**config.mk**
```make
export PLATFORM = sky130hd
export DESIGN_NAME = rf_port_arbiter
export DESIGN_NICKNAME = d
export VERILOG_FILES = /design/src/rtl/rf_port_arbiter.sv
export SDC_FILE = /design/constraint.sdc
export NUM_CORES = 1
export LEC_CHECK = 0
export ABC_CLOCK_PERIOD_IN_PS = 1340
export BUFFER_PORTS_ARGS = -buffer_cell sky130_fd_sc_hd__buf_4
export CELL_PAD_IN_SITES_DETAIL_PLACEMENT = 0
export CELL_PAD_IN_SITES_GLOBAL_PLACEMENT = 1
export CORE_ASPECT_RATIO = 0.7
export CORE_MARGIN = 2
export CORE_UTILIZATION = 25
export CTS_CLUSTER_DIAMETER = 50
export DETAILED_ROUTE_END_ITERATION = 8
export GPL_ROUTABILITY_DRIVEN = 0
export PLACE_DENSITY_LB_ADDON = 0.1
export SLEW_MARGIN = 10
export SYNTH_ARGS = -nofsm -noshare
export SYNTH_HDL_FRONTEND = slang
export SYNTH_SLANG_ARGS = --single-unit
```
**constraint.sdc**
```tcl
create_clock -name clk_i -period 1.34 [get_ports clk_i]
set_input_delay 0.201 -clock clk_i [delete_from_list [all_inputs] [get_ports clk_i]]
set_output_delay 0.201 -clock clk_i [all_outputs]
set_load 0.005 [all_outputs]
```
**src/rtl/rf_port_arbiter.sv**
```systemverilog
// Shares the single register-file port between the CPU controller and a debug/test port.
// Each grant lasts one cycle, the CPU wins ties, and cpu_lock keeps debug out of multi-stage instructions.
module rf_port_arbiter #(
    parameter int DATA_W = 8,
    parameter int ADDR_W = 4
) (
    input  logic              clk_i,
    input  logic              reset_i,
    input  logic              cpu_req_i,
    input  logic              cpu_we_i,
    input  logic [ADDR_W-1:0] cpu_addr_i,
    input  logic [DATA_W-1:0] cpu_wdata_i,
    input  logic              cpu_lock_i,
    output logic              cpu_gnt_o,
    output logic [DATA_W-1:0] cpu_rdata_o,
    output logic              cpu_rvalid_o,
    input  logic              dbg_req_i,
    input  logic              dbg_we_i,
    input  logic [ADDR_W-1:0] dbg_addr_i,
    input  logic [DATA_W-1:0] dbg_wdata_i,
    output logic              dbg_gnt_o,
    output logic [DATA_W-1:0] dbg_rdata_o,
    output logic              dbg_rvalid_o,
    output logic              rf_en_o,
    output logic              rf_we_o,
    output logic [ADDR_W-1:0] rf_addr_o,
    output logic [DATA_W-1:0] rf_wdata_o,
    input  logic [DATA_W-1:0] rf_rdata_i,
    output logic [7:0]        dbg_count_o
);

    typedef enum logic [1:0] {
        S_IDLE = 2'd0,
        S_CPU  = 2'd1,
        S_DBG  = 2'd2
    } state_e;

    state_e            state_q, state_d;
    logic [DATA_W-1:0] cpu_rdata_q, dbg_rdata_q;
    logic              cpu_rvalid_q, dbg_rvalid_q;
    logic [7:0]        dbg_count_q;
    logic              cpu_cand_s, dbg_cand_s;

    // Next grant: a requester just served cannot win again, CPU beats debug, lock blocks debug.
    always_comb begin
        cpu_cand_s = cpu_req_i && (state_q != S_CPU);
        dbg_cand_s = dbg_req_i && (state_q != S_DBG) && !cpu_lock_i;
        if (cpu_cand_s) begin
            state_d = S_CPU;
        end else if (dbg_cand_s) begin
            state_d = S_DBG;
        end else begin
            state_d = S_IDLE;
        end
    end

    // Grant state, read-data capture at the end of a read grant, and debug access counter.
    always_ff @(posedge clk_i) begin
        if (reset_i) begin
            state_q      <= S_IDLE;
            cpu_rdata_q  <= {DATA_W{1'b0}};
            dbg_rdata_q  <= {DATA_W{1'b0}};
            cpu_rvalid_q <= 1'b0;
            dbg_rvalid_q <= 1'b0;
            dbg_count_q  <= 8'd0;
        end else begin
            state_q      <= state_d;
            cpu_rvalid_q <= 1'b0;
            dbg_rvalid_q <= 1'b0;
            case (state_q)
                S_CPU: begin
                    if (!cpu_we_i) begin
                        cpu_rdata_q  <= rf_rdata_i;
                        cpu_rvalid_q <= 1'b1;
                    end
                end
                S_DBG: begin
                    if (!dbg_we_i) begin
                        dbg_rdata_q  <= rf_rdata_i;
                        dbg_rvalid_q <= 1'b1;
                    end
                    dbg_count_q <= dbg_count_q + 8'd1;
                end
                default: begin
                    dbg_count_q <= dbg_count_q;
                end
            endcase
        end
    end

    // Port mux is a pure decode of the registered grant; the idle port is driven to zero.
    always_comb begin
        rf_en_o    = 1'b0;
        rf_we_o    = 1'b0;
        rf_addr_o  = {ADDR_W{1'b0}};
        rf_wdata_o = {DATA_W{1'b0}};
        case (state_q)
            S_CPU: begin
                rf_en_o    = 1'b1;
                rf_we_o    = cpu_we_i;
                rf_addr_o  = cpu_addr_i;
                rf_wdata_o = cpu_wdata_i;
            end
            S_DBG: begin
                rf_en_o    = 1'b1;
                rf_we_o    = dbg_we_i;
                rf_addr_o  = dbg_addr_i;
                rf_wdata_o = dbg_wdata_i;
            end
            default: begin
                rf_en_o = 1'b0;
            end
        endcase
    end

    assign cpu_gnt_o    = (state_q == S_CPU);
    assign dbg_gnt_o    = (state_q == S_DBG);
    assign cpu_rdata_o  = cpu_rdata_q;
    assign cpu_rvalid_o = cpu_rvalid_q;
    assign dbg_rdata_o  = dbg_rdata_q;
    assign dbg_rvalid_o = dbg_rvalid_q;
    assign dbg_count_o  = dbg_count_q;

endmodule

```
### After elaboration in Yosys (flattened, before gate mapping)

Index checks and enable logic that the tools add are counted.

* $add $sub $neg: 1
* eq/ne operators: 4
* mux-type cells: 8
* bitwise logic cells: 4
* reductions and logical operators: 10

Operators by type and width (number)
* $pmux W8 S2: 1
* $add A8 B1 Y8 const B: 1
* $pmux W4 S2: 1
* $reduce_or A2 Y1: 4
* $mux W1: 4
* $not A1 Y1: 4
* $reduce_and A2 Y1: 2
* $logic_and A1 B1 Y1: 3
* $eq A2 B1 Y1 const B: 1
* $eq A2 B2 Y1 const B: 1
* $mux W2: 1
* $ne A2 B1 Y1 const B: 1
* $ne A2 B2 Y1 const B: 1
* $pmux W1 S2: 1
* $logic_not A1 Y1: 1

* flip-flop bits (word level): 28
* output and inout bits: 42

### Longest topological paths before layout

* depth after elaboration: 5
* gate-level depth with buffers: 7
* depth with buffers taken out: 5

### Worst setup path before layout

Ideal clock, no wire load.

* kind: register -> output
* start point: register state_q[0]
* end point: output rf_addr_o[0]
* data arrival time: 1.119 ns
* required time: 1.139 ns
* path slack: 0.020 ns
* cell stages (with the launch flop): 6
* path buffers: 1
* cell sequence: dfxtp_1 -> inv_1 -> ha_1 -> clkbuf_1 -> a22oi_1 -> nor2_1

* word-level cells in the longest chain between the ends: 2
* elaborated cells on any way between the ends: 3
* those cells by class: 2 x eq/ne; 1 x mux

Ends and longest elaborated chain
* from (decl): line 38 `state_e state_q, state_d;`
* from (signal assigned): line 67 `state_q <= state_d;`
* $eq A2 B2 Y1
* net dbg_gnt_o: line 21 `output logic dbg_gnt_o,`
* $pmux W4 S2: line 97 `case (state_q)`
* to (decl): line 26 `output logic [ADDR_W-1:0] rf_addr_o,`

The timed path passes the listed nets, and every way through them passes these cells.

### Final worst setup path

* start point: register state_q[1]
* end point: output rf_wdata_o[3]

* word-level cells in the longest chain between the ends: 2
* elaborated cells on any way between the ends: 3
* those cells by class: 2 x eq/ne; 1 x mux

Ends and longest elaborated chain
* $eq A2 B2 Y1 / $eq A2 B1 Y1 (equally long branches): line 97
* $pmux W8 S2 (*): line 97
* to (decl): line 27 `output logic [DATA_W-1:0] rf_wdata_o,`

Every way passes the cells marked *; elsewhere a longest branch is shown, timed or not.

==> impl_metrics.py <==
metrics = {
    "min_path": {
        "min_path_type": "input port to flop",
        "hold_depth": 2,
        "min_from": "cpu_req_i",
    },
    "route": {
        "wl_per_cell_um": 13.9,
        "postRouteAntennaNets": 0,
        "dr_total_vias": 1430,
        "totalWireLength_mm": 4.42,
        "drcViolationCount": 0,
        "avgViaCountPerCell": 4.50,
        "firstDrtPassIters": 4,
        "dr.first_iter.drc_count": 44,
    },
    "power": {
        "vdd_drop_max_v": 0.000349,
        "powerDensity_mw_per_mm2": 720,
        "power.leakage_nw": 0.979,
    },
    "timing": {
        "clock_skew_ps": 4.68,
        "setup_viol": 17,
        "max_freq_ghz": 0.632,
        "setup_ws_ps": -242,
        "relSlewSlack_pct": 80.4,
        "tns_ps": -3110,
        "rsz0062_at_grt": "yes",
        "period_needed_ps": 1580,
        "worst_pin_slew_ps": 294,
        "slew_violations": 0,
        "finalCritPeriodShare_pct": 118,
        "final-hold-violation-count": 0,
    },
    "final_layout": {
        "final_common_cell": "buf_4",
        "drive_gt1_share_pct": 53.0,
        "nNetsFinal": 295,
        "diodes": 0,
        "final_cell_mix": "buf_4, nand2_1, dfxtp_1, nor2_1, a21oi_1",
        "fillers": 471,
        "syn_to_final_growth_pct": 82.9,
        "final_util_pct": 47.6,
        "final_cells": 318,
    },
    "floorplan": {
        "dieArea_mm2": 0.00560,
        "start_util_pct": 26.0,
        "core_mm2": 0.00481,
        "rows": 21,
        "die_h_um": 63.2,
        "io_pins": 81,
        "die_w_um": 88.6,
    },
    "worst_setup_path": {
        "worstSetupStartpointType": "flop",
        "rr_worst_depth": 6,
        "worstReg2RegStart": "state_q[1]$_SDFF_PP0_",
        "arrival_ps": 1380,
        "worstPathRequired_ps": 1140,
        "crit_path_max_fanout": 6,
        "criticalPathCategory": "flop to output port",
        "timing.critical_path.from": "state_q[1]$_SDFF_PP0_",
        "crit_path_end_kind": "output port",
    },
    "cts": {
        "cts_made_buffers": 3,
        "htree_levels": 1,
        "clk_latency_ps": 270,
        "cts-root-buf": "clkbuf_8",
        "cts_tree": "built",
        "path_clk_slew_ps": 90,
        "cts_num_sinks": 28,
        "cts_buffer_depth": 2,
        "cts_hold_buffers": 0,
    },
    "run": {
        "drv_cap": 0,
    },
    "place": {
        "placed_cells": 304,
        "io_buffers": 80,
        "place_ws_ps": -231,
        "dpl.hpwl_mm": 2.98,
    },
    "synth": {
        "yosysSeqAreaShare_pct": 44.8,
        "synth_warnings": 0,
        "netlist_area_mm2": 0.00125,
        "ys_types": 24,
        "syn-instance-count": 156,
        "ys_seq_elements": 28,
        "synth_area_per_cell_um2": 8.03,
        "synthesis.nets": 200,
    },
    "global_route": {
        "antenna_found_initial": 0,
        "grt_overflow": 0,
        "grt_max_degree": 28,
        "grt_pass1_vias": 1371,
        "grt_usage_pct": 14.9,
        "grt_pass1_wl_mm": 6.54,
    },
    "outcome": {
        "outcome": "finished with violations",
        "violations": "negative setup slack",
    },
}
synthesized netlist by cell type:
master,count,area (µm²)
buf_2,3,15.0
mux2i_1,1,10.0
buf_6,1,11.3
nand2_1,35,131
dfxtp_1,28,561
nand4_4,1,21.3
nor3b_1,1,7.51
a22oi_1,13,97.6
ha_1,5,62.6
inv_1,4,15.0
nor2b_1,2,12.5
xor2_1,3,26.3
o21ai_0,3,15.0
xnor2_1,1,8.76
nor2_1,20,75.1
or3_1,3,18.8
clkbuf_1,5,18.8
or2b_1,1,7.51
nand4_1,2,12.5
nand2b_1,1,6.26
clkbuf_2,1,5.00
or4b_1,1,10.0
buf_1,1,3.75
a21oi_1,20,100
metal layers:
metal / wire length, µm / vias up / track usage [%]
met3: 220 / 6 / 4.06
li1: - / 710 / -
met2: 2060 / 35 / 24.1
met1: 2080 / 679 / 20.0
met4: 59 / 0 / 2.84
met5: 0 / - / 0
path summary, 6_finish.rpt:
kind                            endpoint  slack (ps)
max                        rf_wdata_o[3]        -240
min                state_q[1]$_SDFF_PP0_          90
max reg2reg  dbg_count_o[6]$_SDFFE_PP0N_           0
min reg2reg  dbg_rdata_o[1]$_SDFFE_PP0P_         460
timing repair:
action / CTS / global route
setup buffers: 5 / 2
resized for setup: 35 / 12
pin swaps: 2 / 8
endpoints found under the setup margin: 38 / 31
gates cloned: 2 / 2
worst max-delay path, cell delays in order, from the launching register on:
cell	delay, ps
dfxtp_2	340
buf_6	110
ha_4	170
buf_6	140
a22oi_2	170
nor2_1	60
buf_4	130
cell families (layout without fill, tap and decap cells):
group | Yosys count | after routing | synth area share [%]
AND/OR/NAND/NOR | 67 | 68 | 24.2
AO/OA/AOI/OAI | 36 | 36 | 17.0
flip-flops | 28 | 28 | 44.8
buffers and inverters | 15 | 107 | 5.49
adder cells (fa/ha/maj) | 5 | 5 | 5.00
XOR/XNOR | 4 | 4 | 2.80
multiplexers | 1 | 1 | 0.799
power breakdown:
| group | switching [W] | internal, W | total (W) |
|---|---|---|---|
| Sequential | 0.0000107 | 0.000847 | 0.000857 |
| Clock | 0.000251 | 0.000202 | 0.000453 |
| Combinational | 0.000143 | 0.000196 | 0.000339 |
through the flow:
stage / instance area (µm²) / hold WS, ps / total power, W
floorplan: 1250 / 288 / 0.000966
global placement: 1960 / 393 / 0.00112
detailed placement: 1960 / 395 / 0.00113
CTS: 2200 / 93.9 / 0.00164
global route: 2290 / 75.8 / 0.00173
finish: 2290 / 85.1 / 0.00165
registers in the layout (all words and copies together), names as in the netlist:
signal / flops
cpu_rdata_o: 8
dbg_rvalid_o: 1
cpu_rvalid_o: 1
state_q: 2
dbg_rdata_o: 8
dbg_count_o: 8
final cells by class:
class	count	area, µm²	share of cell area [%]
flip-flops and latches	28	566	24.7
repair buffers	100	803	35.1
multi-input cells	114	777	33.9
inverters	4	17.5	0.765
clock buffers	3	41.3	1.80
well taps	69	86.3	3.77
(Power assumes the default switching activity.)
